--- src/rtl/serial_subtractor.sv ---
// Bit-serial subtractor: Diff = A - B - Bin, LSB-first, one bit per clock through a single
// full-subtractor cell, with a Start/Busy/Done handshake.
module serial_subtractor #(
    parameter int unsigned WIDTH = 8
) (
    input  logic             Clk,
    input  logic             Rst_n,
    input  logic             Start,
    input  logic [WIDTH-1:0] A,
    input  logic [WIDTH-1:0] B,
    input  logic             Bin,
    output logic             Busy,
    output logic             Done,
    output logic [WIDTH-1:0] Diff,
    output logic             Bout,
    output logic             Ovf
);

    localparam logic [1:0] IDLE  = 2'd0;
    localparam logic [1:0] SHIFT = 2'd1;
    localparam logic [1:0] DONE  = 2'd2;

    localparam int unsigned CW = (WIDTH > 2) ? $clog2(WIDTH) : 1;
    localparam logic [CW-1:0] LAST = CW'(WIDTH - 1);

    logic [1:0]       state_q, state_d;
    logic [WIDTH-1:0] areg_q, breg_q, res_q;
    logic             br_q;
    logic [CW-1:0]    cnt_q;
    logic             a_msb_q, b_msb_q;
    logic [WIDTH-1:0] diff_q;
    logic             bout_q, ovf_q;

    logic a_bit, b_bit, d_bit, br_next;
    logic accept, last_bit;

    // Full-subtractor cell
    assign a_bit   = areg_q[0];
    assign b_bit   = breg_q[0];
    assign d_bit   = a_bit ^ b_bit ^ br_q;
    assign br_next = (~a_bit & b_bit) | (~(a_bit ^ b_bit) & br_q);

    assign accept   = Start && ((state_q == IDLE) || (state_q == DONE));
    assign last_bit = (state_q == SHIFT) && (cnt_q == LAST);

    always_comb begin
        state_d = state_q;
        case (state_q)
            IDLE:    if (Start) state_d = SHIFT;
            SHIFT:   if (last_bit) state_d = DONE;
            DONE:    state_d = Start ? SHIFT : IDLE;
            default: state_d = IDLE;
        endcase
    end

    always_ff @(posedge Clk or negedge Rst_n) begin
        if (!Rst_n) begin
            state_q <= IDLE;
            areg_q  <= '0;
            breg_q  <= '0;
            res_q   <= '0;
            br_q    <= 1'b0;
            cnt_q   <= '0;
            a_msb_q <= 1'b0;
            b_msb_q <= 1'b0;
            diff_q  <= '0;
            bout_q  <= 1'b0;
            ovf_q   <= 1'b0;
        end else begin
            state_q <= state_d;
            if (accept) begin
                areg_q  <= A;
                breg_q  <= B;
                br_q    <= Bin;
                cnt_q   <= '0;
                a_msb_q <= A[WIDTH-1];
                b_msb_q <= B[WIDTH-1];
            end else if (state_q == SHIFT) begin
                areg_q <= areg_q >> 1;
                breg_q <= breg_q >> 1;
                res_q  <= {d_bit, res_q[WIDTH-1:1]};
                br_q   <= br_next;
                cnt_q  <= cnt_q + 1'b1;
                // Visible results only change on the edge entering DONE
                if (last_bit) begin
                    diff_q <= {d_bit, res_q[WIDTH-1:1]};
                    bout_q <= br_next;
                    ovf_q  <= (a_msb_q ^ b_msb_q) & (d_bit ^ a_msb_q);
                end
            end
        end
    end

    assign Busy = (state_q == SHIFT);
    assign Done = (state_q == DONE);
    assign Diff = diff_q;
    assign Bout = bout_q;
    assign Ovf  = ovf_q;

endmodule

--- config.mk ---
export PLATFORM = sky130hd
export DESIGN_NAME = serial_subtractor
export DESIGN_NICKNAME = d
export VERILOG_FILES = /design/src/rtl/serial_subtractor.sv
export SDC_FILE = /design/constraint.sdc
export NUM_CORES = 1
export LEC_CHECK = 0
export ABC_CLOCK_PERIOD_IN_PS = 2100
export CORE_AREA = 8 8 92 53
export CTS_CLUSTER_DIAMETER = 80
export DETAILED_ROUTE_END_ITERATION = 10
export DIE_AREA = 0 0 100 61
export MAX_ROUTING_LAYER = met4
export PLACE_DENSITY_LB_ADDON = 0.12
export SLEW_MARGIN = 20
export SYNTH_ARGS = -nofsm -noshare
export SYNTH_HDL_FRONTEND = slang
export SYNTH_SLANG_ARGS = --single-unit
export TNS_END_PERCENT = 10
--- constraint.sdc ---
create_clock -name Clk -period 2.1 [get_ports Clk]
set_input_delay 0.42 -clock Clk [delete_from_list [all_inputs] [get_ports Clk]]
set_output_delay 0.42 -clock Clk [all_outputs]
set_load 0.005 [all_outputs]
==> impl_metrics.env <==
export IMPL_outcome="completed"
export IMPL_synth_edff_count=0
export IMPL_holdCritPathClass="primary input to async pin"
export IMPL_cts_htree_levels=2
export IMPL_hold_viol_final=0
export IMPL_fin_util=0.590
export IMPL_drt_pre_antenna_iters=4
export IMPL_grt_ovfl_total=0
export IMPL_synth_seq_cells=41
export IMPL_die_h_um=61
export IMPL_synth_warnings=0
export IMPL_peakVddDrop_v=0.000489
export IMPL_tightest_slew_ns=0.599
export IMPL_synthCells=166
export IMPL_grt_pass1_vias=1267
export IMPL_postCtsHoldBufs=0
export IMPL_power_leakage_nw=0.994
export IMPL_syn_avg_cell_area_um2=10.4
export IMPL_critPathMaxFanout=3
export IMPL_drt_iter0_drc=38
export IMPL_diodes=0
export IMPL_mostFrequentLayoutCell="nand2_1"
export IMPL_std_cell_rows=16
export IMPL_hold_slack_ns=0.0988
export IMPL_stdcell_count=251
export IMPL_max_freq_mhz=538
export IMPL_dp_hpwl_mm=2.57
export IMPL_total_power_mw=3.15
export IMPL_fin_setup_tns_ns=0
export IMPL_start_util=0.475
export IMPL_crit_chain="nand2b_1, inv_4, clkdlybuf4s50_1"
export IMPL_worstSetupEndpointType="output pin"
export IMPL_core_um2=3640
export IMPL_yosys_most_used_dff="dfrtp_1"
export IMPL_grt_max_degree=28
export IMPL_slew_headroom=0.599
export IMPL_startpoint_type="flip-flop"
export IMPL_clock_path_buffers=2
export IMPL_grt_first_pass_wirelength_mm=6.23
export IMPL_pin_count=32
export IMPL_gp_congestion=0.722
export IMPL_cts_setup_buffers=0
export IMPL_layout_drive_gt1_share=0.0863
export IMPL_port_buffers=31
export IMPL_min_period_ns=1.86
export IMPL_drc=0
export IMPL_r2r_cells=4
export IMPL_max_cap_violations=0
export IMPL_cts_sinks=41
export IMPL_crit_slowest_cell="clkdlybuf4s50_1"
export IMPL_setup_violations=0
export IMPL_dp_cells=245
export IMPL_power_density_nw_per_um2=1470
export IMPL_slowest_delay_ns=0.49
export IMPL_finClkSkew_ns=0.00413
export IMPL_syn_nets=189
export IMPL_rsz0062_at_grt="no"
export IMPL_grt_usage=0.141
export IMPL_wirelength_mm=3.68
export IMPL_tritoncts="yes"
export IMPL_syn_area_um2=1730
export IMPL_required_ns=1.68
export IMPL_fin_nets=221
export IMPL_ys_seq_area_frac=0.593
export IMPL_die_w_um=100
export IMPL_synth_cell_types=27
export IMPL_drv_slew=0
export IMPL_area_growth_syn_to_layout_pct=24.3
export IMPL_drt_wirelength_per_cell_um=14.7
export IMPL_cts_made_buffers=5
export IMPL_dieArea_um2=6100
export IMPL_clkTransAtPathRegs_ns=0.07
export IMPL_insertion_delay_ns=0.29
export IMPL_antenna_found_initial=0
export IMPL_clockRootBuffer="clkbuf_8"
export IMPL_cts_resized=0
export IMPL_drt_vias_per_instance=5.03
export IMPL_vias=1263
export IMPL_cp_arrival_ns=1.44
export IMPL_critPathKind="flip-flop to output pin"
export IMPL_post_route_period_util=0.885
export IMPL_async_flop_share=1.00
export IMPL_final_cell_mix="nand2_1 (51), dfrtp_1 (41), clkdlybuf4s50_1 (30)"
export IMPL_postRouteAntennaNets=0
[critical path, delay by kind of cell (launching register included)]
family / cells / cell delay (ns)
buf+inv: 2 / 0.56
flops: 1 / 0.39
simple gates: 1 / 0.20
[cell families after synthesis]
kind of cell | Yosys count | synth area share
DFF | 41 | 0.593
adders and majority gates | 3 | 0.0260
and+or+nand+nor | 76 | 0.184
buffers and inverters | 14 | 0.0499
muxes | 8 | 0.0521
AOI/OAI and AO/OA | 24 | 0.0948
[final cells by class]
type | count | area, um^2
fill | 312 | 1490
sequential | 41 | 1030
multi-input combinational | 111 | 617
timing repair buffer | 35 | 348
clock buffer | 5 | 68.8
tap | 54 | 67.6
inverter | 4 | 17.5
clock inverter | 1 | 5.00
[layer usage]
layer	global-route usage	up-vias	routed length, um
met2	0.206	38	1660
met5	-	-	0
met4	0.0766	0	56
met3	0.0492	5	235
met1	0.170	608	1740
li1	-	612	-
[sequential cells by signal, indices dropped and copies added (netlist names)]
register / flops
Ovf: 1
br_q: 1
Diff: 8
b_msb_q: 1
areg_q: 8
cnt_q: 3
state_q: 2
res_q: 7
Bout: 1
a_msb_q: 1
breg_q: 8
[cell usage after synthesis, types with 3 or more instances]
| cell type | instances | share of area |
|---|---|---|
| mux2_1 | 5 | 0.033 |
| buf_2 | 7 | 0.020 |
| inv_1 | 3 | 0.0065 |
| nand2_1 | 51 | 0.11 |
| buf_6 | 3 | 0.020 |
| nor2_1 | 12 | 0.026 |
| dfrtp_1 | 41 | 0.59 |
| mux2_2 | 3 | 0.020 |
| a22o_1 | 4 | 0.020 |
| nand3_1 | 3 | 0.0087 |
| a31oi_1 | 10 | 0.036 |
[final timing paths]
path / start / end / slack, ns
max: state_q[1]$_DFFE_PN0P_ / Busy / 0.24
min: Rst_n / a_msb_q$_DFFE_PN0P_ / 0.1
max reg2reg: cnt_q[0]$_DFFE_PN0P_ / Diff[0]$_DFFE_PN0P_ / 0.32
min reg2reg: res_q[1]$_DFFE_PN0P_ / res_q[1]$_DFFE_PN0P_ / 0.48
max in group asynchronous: Rst_n / areg_q[3]$_DFFE_PN0P_ / 1.51
min in group Clk: res_q[1]$_DFFE_PN0P_ / res_q[1]$_DFFE_PN0P_ / 0.48
[per-stage QoR]
stage,setup WS [ns],instance area (um^2)
after floorplan,0.549,1730
after global routing,0.167,2150
final,0.241,2150
after global placement,0.385,2080
after CTS,0.215,2150
after detailed placement,0.323,2080
[power by group]
group | switching [mW] | total (mW) | leakage, nW | internal (mW)
sequential | 0.220 | 1.39 | 0.506 | 1.17
combinational | 0.656 | 1.30 | 0.449 | 0.640
clock | 0.248 | 0.467 | 0.0399 | 0.219
total | 1.12 | 3.15 | 0.994 | 2.03
Power figures use the tool's default switching activity.
